<file path="src/rtl/ttl74x161_chain_pkg.sv">
// rtl/ttl74x161_chain_pkg.sv - shared nibble constants for 74x161-style counter parts
package ttl74x161_chain_pkg;

  localparam int              NIBBLE_W   = 4;
  localparam logic [NIBBLE_W-1:0] NIBBLE_MAX = 4'hF;

  function automatic logic nibble_full(input logic [NIBBLE_W-1:0] v);
    return v == NIBBLE_MAX;
  endfunction

endpackage

</file>
<file path="src/rtl/ttl74x161.sv">
// rtl/ttl74x161.sv - single 74x161 synchronous 4-bit binary counter
module ttl74x161
  import ttl74x161_chain_pkg::*;
(
  input  logic                clk,
  input  logic                reset_n,
  input  logic                load_n,
  input  logic                enp,
  input  logic                ent,
  input  logic [NIBBLE_W-1:0] d,
  output logic [NIBBLE_W-1:0] q,
  output logic                rco
);

  always_ff @(posedge clk or negedge reset_n) begin
    if (!reset_n) begin
      q <= '0;
    end else if (!load_n) begin
      q <= d;
    end else if (enp && ent) begin
      q <= q + 1'b1;
    end
  end

  // enp deliberately does not gate the carry, as on the real chip
  assign rco = ent & nibble_full(q);

endmodule

</file>
<file path="src/rtl/ttl74x161_chain.sv">
// rtl/ttl74x161_chain.sv - ripple-carry cascade of 74x161 counters feeding the '153 selects
module ttl74x161_chain
  import ttl74x161_chain_pkg::*;
#(
  parameter int STAGES = 2
) (
  input  logic                       clk,
  input  logic                       reset_n,
  input  logic                       load_n,
  input  logic                       enp,
  input  logic                       ent,
  input  logic [NIBBLE_W*STAGES-1:0] d,
  output logic [NIBBLE_W*STAGES-1:0] q,
  output logic                       rco,
  output logic                       sel_a,
  output logic                       sel_b
);

  // carry[i] is the ent of stage i; carry[STAGES] leaves the chain
  logic [STAGES:0] carry;

  assign carry[0] = ent;

  for (genvar i = 0; i < STAGES; i++) begin : g_stage
    ttl74x161 u_chip (
      .clk     (clk),
      .reset_n (reset_n),
      .load_n  (load_n),
      .enp     (enp),
      .ent     (carry[i]),
      .d       (d[i*NIBBLE_W +: NIBBLE_W]),
      .q       (q[i*NIBBLE_W +: NIBBLE_W]),
      .rco     (carry[i+1])
    );
  end

  assign rco   = carry[STAGES];
  assign sel_a = q[0];
  assign sel_b = q[1];

endmodule

</file>
<file path="config.mk">
export PLATFORM = sky130hd
export DESIGN_NAME = ttl74x161_chain
export DESIGN_NICKNAME = d
export VERILOG_FILES = /design/src/rtl/ttl74x161_chain_pkg.sv /design/src/rtl/ttl74x161.sv /design/src/rtl/ttl74x161_chain.sv
export SDC_FILE = /design/constraint.sdc
export NUM_CORES = 1
export LEC_CHECK = 0
export CAP_MARGIN = 10
export CORE_AREA = 5 5 42 44
export DETAILED_ROUTE_END_ITERATION = 10
export DIE_AREA = 0 0 47 49
export PLACE_DENSITY = 0.71
export SLEW_MARGIN = 20
export SYNTH_ARGS = -nofsm -noshare
export SYNTH_HDL_FRONTEND = slang
export SYNTH_HIERARCHICAL = 1
export SYNTH_SLANG_ARGS = --single-unit
</file>
<file path="constraint.sdc">
create_clock -name clk -period 3.7 [get_ports clk]
set_clock_uncertainty 0.05 [all_clocks]
set_input_delay 0.925 -clock clk [delete_from_list [all_inputs] [get_ports clk]]
set_output_delay 0.925 -clock clk [all_outputs]
set_load 0.03 [all_outputs]
</file>
==> impl_metrics.py, run 1 <==
metrics = {
    "synth": {
        "synth-compound-area-share_pct": 11.7,
        "netlist.area_leader.share_pct": 44.4,
        "syn_nets": 63,
        "synth.largest_area_cell": "dfrtp_1",
        "syn_area_per_cell_um2": 9.38,
        "synth_cell_types": 14,
        "synth_xor_area_share_pct": 7.78,
        "synth_top_family_by_area": "simple AND/OR/NAND/NOR gates",
        "synth_mux_area_share_pct": 4.44,
        "synth-simple-area-share_pct": 21.1,
        "synth_cells": 48,
        "synth-seq-cells": 8,
        "post_synth_fa_ha_maj_area_fraction_pct": 5.56,
        "ys_seq_area_share_pct": 44.4,
        "ys_warn_count": 6,
        "synth_area_leaders": "dfrtp_1 (44%), xor2_1 (7.8%), a21oi_1 (6.7%)",
        "syn_area_um2": 450,
    },
    "timing": {
        "rsz0062_at_grt": "false",
        "fmax_mhz": 281,
        "max_slew_margin_pct": 65.6,
        "period_needed_ps": 3560,
        "period_share_pct": 96.3,
        "hold_violations": 0,
        "hold_ws_ps": 545,
        "slew_viol_final": 0,
        "setup_viol": 0,
        "tns_ps": 0,
        "worstMarginPinSlew_ps": 515,
    },
    "status": {
        "status": "finished clean",
    },
    "global_routing": {
        "grt_pass1_wl_um": 1680,
        "grt_util_all_layers_pct": 10.2,
        "grt_pass1_vias": 397,
        "antenna_found_initial": 0,
        "overflow": 0,
        "grt_max_degree": 17,
    },
    "die": {
        "die_width_um": 47,
        "io_pins": 24,
        "dieHeight_um": 49,
        "design.core.area_mm2": 0.00140,
        "start_util_pct": 32.1,
        "dieArea_mm2": 0.00230,
        "num_rows": 14,
    },
    "cells_and_area": {
        "antennaDiodeCount": 0,
        "reg_top3": "g_stage.u_chip/q (8)",
        "final_nets": 87,
        "top_register": "g_stage.u_chip/q",
        "area_delta_synth_final_pct": 55.6,
        "drive_above_1_share_pct": 10.0,
        "largest_reg_flops": 8,
    },
    "pwr": {
        "p_per_area_mw_per_mm2": 377,
        "peakVddDrop_mv": 0.278,
        "power_leakage_nw": 0.283,
    },
    "job": {
        "cap_violations": 0,
    },
    "worst_setup_path": {
        "path_class": "in -> out",
        "end_kind": "output pin",
        "r2r_end": "g_stage[1].u_chip/q[3]$_DFFE_PN0P_",
        "critPathLaunchType": "primary input",
        "reg2regPathDepth": 5,
        "r2r_slack_ps": 2120,
        "critical_path_peak_fanout": 3,
        "r2r-start": "g_stage[0].u_chip/q[0]$_DFFE_PN0P_",
        "slowest_stage": "clkdlybuf4s50_1",
        "cp_cell_sequence": "clkdlybuf4s50_1 > and4_2 > and4_2 > clkdlybuf4s50_1",
        "path_buf_inv": 2,
        "cp.arrival_ps": 2590,
        "crit_family": "buffers and inverters",
        "cpPeakStageDelay_ps": 670,
        "required_ps": 2720,
    },
    "cts": {
        "cts_resized": 0,
        "root_buffer": "clkbuf_4",
        "clk_latency_ps": 250,
        "ctsHoldBuffers": 0,
        "cts_setup_buffers": 0,
        "cts_max_path_buffers": 2,
        "clkTransAtPathRegs_ps": 50,
        "clock_sinks": 8,
        "cts_buffers": 3,
        "htree_levels": 1,
        "cts_tree": "yes",
    },
    "placement": {
        "dpl.hpwl_um": 835,
        "port-buffer-count": 23,
        "gp_congestion": 0.689,
    },
    "hold_path": {
        "min_from": "g_stage[1].u_chip/q[3]$_DFFE_PN0P_",
        "hold_depth": 2,
        "hp-class": "reg -> reg",
        "min_to": "g_stage[1].u_chip/q[3]$_DFFE_PN0P_",
    },
    "routing": {
        "drc": 0,
        "wl_um": 1020,
        "initialDrtViolationCount": 8,
        "via_per_inst": 4.83,
        "dr.pass1.iters": 2,
        "wl_per_cell_um": 11.8,
        "num_vias": 415,
        "ant_nets": 0,
    },
}
-- placed cells by master, fill, tap and decap left out, drive strengths merged --
cell / count
clkdlybuf4s50: 23
nor2: 8
dfrtp: 8
a21oi: 6
nand3: 4
xor2: 4
clkbuf: 3
and4: 2
nand2: 2
o21ai: 2
or3: 2
a31oi: 2
mux2i: 2
ha: 2
-- where the power goes --
| part | internal (mW) | switching (mW) | leakage [nW] |
|---|---|---|---|
| Clock | 0.0369 | 0.0264 | 0.0138 |
| Sequential | 0.0972 | 0.0107 | 0.0894 |
| Combinational | 0.0442 | 0.0485 | 0.180 |
-- logic make-up after synthesis --
logic type	count (synthesis)
multiplexers	2
XOR/XNOR	4
AO/OA/AOI/OAI	10
adder cells (fa/ha/maj)	2
buffers and inverters	4
AND/OR/NAND/NOR	18
flip-flops	8
-- metrics by stage --
step	worst slack, ps	total power [mW]	utilization (%)	cells	instance area, µm²
6_report	137	0.264	50.0	86	701
5_1_grt	80.0	0.281	50.0	86	701
4_1_cts	126	0.269	50.0	86	701
3_5_place_dp	133	0.203	48.4	83	678
3_3_place_gp	139	0.202	48.4	83	678
2_1_floorplan	1250	0.160	-	48	450
-- cell usage after synthesis --
cell,n
o21ai_0,2
xor2_1,4
and4_2,2
mux2i_1,2
nor2_1,8
or3_1,2
nand2_2,2
buf_4,2
clkbuf_1,2
dfrtp_1,8
a21oi_1,6
nand3_1,4
ha_1,2
a31oi_1,2
-- layer usage --
metal / global-route usage [%] / vias up / share of wire [%]
met3: 4.80 / 2 / 7.6
met5: 0 / - / 0
met4: 5.53 / 0 / 1.2
li1: - / 212 / -
met1: 11.2 / 192 / 38
met2: 15.6 / 9 / 53
-- cell type report --
| class | count | area [µm²] |
|---|---|---|
| multi-input combinational | 36 | 228 |
| timing repair buffer | 23 | 230 |
| clock buffer | 3 | 22.5 |
| sequential | 8 | 200 |
| tap | 16 | 20.0 |
| fill | 145 | 701 |
-- worst reg2reg max path, stage by stage (launching register included) --
cell and delay (ps):
dfrtp_1 410, ha_1 190, and4_2 260, nand2_2 90, or3_1 350, a31oi_1 160
-- worst max path at each step --
stage          endpoint  startpoint  cells past startpoint
3_5_place_dp        rco         ent                      4
3_3_place_gp        rco         ent                      4
4_1_cts             rco         ent                      4
5_1_grt             rco         ent                      4
2_1_floorplan       rco         ent                      2
6_report            rco         ent                      4
(Power assumes the default switching activity.)
==> run 2, diff against run 1 <==
- CTS_BUF_LIST: default -> sky130_fd_sc_hd__clkbuf_16
==> impl_metrics.py, run 2 (same netlist as run 1, synthesis figures left out) <==
metrics = {
    "status": {
        "status": "finished clean",
    },
    "placement": {
        "dp.cells": 83,
        "port-buffer-count": 23,
        "dpl.hpwl_um": 835,
        "gp_congestion": 0.689,
    },
    "timing": {
        "setup_viol": 0,
        "period_needed_ps": 3570,
        "slew_viol_final": 0,
        "period_share_pct": 96.4,
        "hold_violations": 0,
        "worstMarginPinSlew_ps": 503,
        "tns_ps": 0,
        "max_slew_margin_pct": 66.4,
        "fmax_mhz": 280,
        "rsz0062_at_grt": "false",
    },
    "worst_setup_path": {
        "critical_path_peak_fanout": 3,
        "cp.arrival_ps": 2590,
        "path_buf_inv": 2,
        "end_kind": "output pin",
        "cpPeakStageDelay_ps": 670,
        "required_ps": 2720,
        "critPathLaunchType": "primary input",
        "crit_family": "buffers and inverters",
        "path_class": "in -> out",
        "cp_cell_sequence": "clkdlybuf4s50_1 > and4_2 > and4_2 > clkdlybuf4s50_1",
        "slowest_stage": "clkdlybuf4s50_1",
    },
    "global_routing": {
        "grt_pass1_wl_um": 1840,
        "grt_max_degree": 17,
        "grt_util_all_layers_pct": 11.2,
        "antenna_found_initial": 0,
        "overflow": 0,
        "grt_pass1_vias": 410,
    },
    "cells_and_area": {
        "reg_top3": "g_stage.u_chip/q (8)",
        "largest_reg_flops": 8,
        "final_nets": 87,
        "final_common_cell": "clkdlybuf4s50_1",
        "area_delta_synth_final_pct": 67.2,
        "final_cell_mix": "clkdlybuf4s50_1 (23), nor2_1 (8), dfrtp_1 (8)",
        "final_cells": 86,
        "antennaDiodeCount": 0,
        "drive_above_1_share_pct": 10.0,
        "top_register": "g_stage.u_chip/q",
    },
    "die": {
        "die_width_um": 47,
        "start_util_pct": 32.1,
        "dieHeight_um": 49,
        "io_pins": 24,
        "dieArea_mm2": 0.00230,
        "num_rows": 14,
        "design.core.area_mm2": 0.00140,
    },
    "routing": {
        "num_vias": 412,
        "ant_nets": 0,
        "via_per_inst": 4.79,
        "wl_um": 1120,
        "wl_per_cell_um": 13.1,
        "initialDrtViolationCount": 2,
        "drc": 0,
        "dr.pass1.iters": 2,
    },
    "cts": {
        "ctsHoldBuffers": 0,
        "cts_setup_buffers": 0,
        "cts_buffers": 3,
        "cts_max_path_buffers": 2,
        "clock_sinks": 8,
        "htree_levels": 1,
        "root_buffer": "clkbuf_16",
        "clkTransAtPathRegs_ps": 40,
        "clk_latency_ps": 230,
        "cts_resized": 0,
        "cts_tree": "yes",
    },
    "pwr": {
        "p_per_area_mw_per_mm2": 506,
        "peakVddDrop_mv": 0.425,
        "power_leakage_nw": 0.306,
    },
    "hold_path": {
        "hp-class": "reg -> reg",
    },
    "job": {
        "cap_violations": 0,
    },
}
==> run 2: path summary, 6_finish.rpt <==
path	startpoint	end	slack [ps]	depth (start not counted)
max	ent	rco	130	4
min	g_stage[1].u_chip/q[3]$_DFFE_PN0P_	g_stage[1].u_chip/q[3]$_DFFE_PN0P_	550	2
max reg2reg	g_stage[0].u_chip/q[0]$_DFFE_PN0P_	g_stage[1].u_chip/q[3]$_DFFE_PN0P_	2110	5
min reg2reg	g_stage[1].u_chip/q[3]$_DFFE_PN0P_	g_stage[1].u_chip/q[3]$_DFFE_PN0P_	550	2
max in group asynchronous	reset_n	g_stage[1].u_chip/q[1]$_DFFE_PN0P_	2410	1
min in group asynchronous	reset_n	g_stage[0].u_chip/q[3]$_DFFE_PN0P_	930	1
==> run 2: metrics by stage <==
| stage | hold slack, ps | setup WS (ps) | area [µm²] | utilization (%) | total power, mW |
|---|---|---|---|---|---|
| after floorplan | 579 | 1250 | 450 | - | 0.160 |
| after global placement | 531 | 139 | 678 | 48.4 | 0.202 |
| after detailed placement | 543 | 133 | 678 | 48.4 | 0.203 |
| after CTS | 548 | 126 | 753 | 53.8 | 0.386 |
| after global routing | 564 | 80.0 | 753 | 53.8 | 0.399 |
| final | 547 | 134 | 753 | 53.8 | 0.381 |
==> run 2: metal layers <==
layer  wire [µm]  global-route usage [%]  vias up
met3          80                    4.80        2
met5           0                       0        -
met1         451                    12.9      189
met2         581                    17.2       10
li1            -                       -      211
met4          10                    5.53        0
==> run 2: power by group <==
group | switching (mW) | internal (mW) | total (mW)
Sequential | 0.0111 | 0.0975 | 0.109
Combinational | 0.0494 | 0.0444 | 0.0938
Clock | 0.0398 | 0.139 | 0.179
==> run 2: area by class of cell <==
cell class,instances,area [µm²]
fill,140,648
sequential,8,200
timing repair buffer,23,230
clock buffer,3,75.1
multi-input combinational,36,228
tap,16,20.0
==> run 2: tightest hold or removal path, delay by kind of cell, from the launching register on <==
kind / cells / cell delay (ps)
DFF: 1 / 390
AOI/OAI and AO/OA: 2 / 160
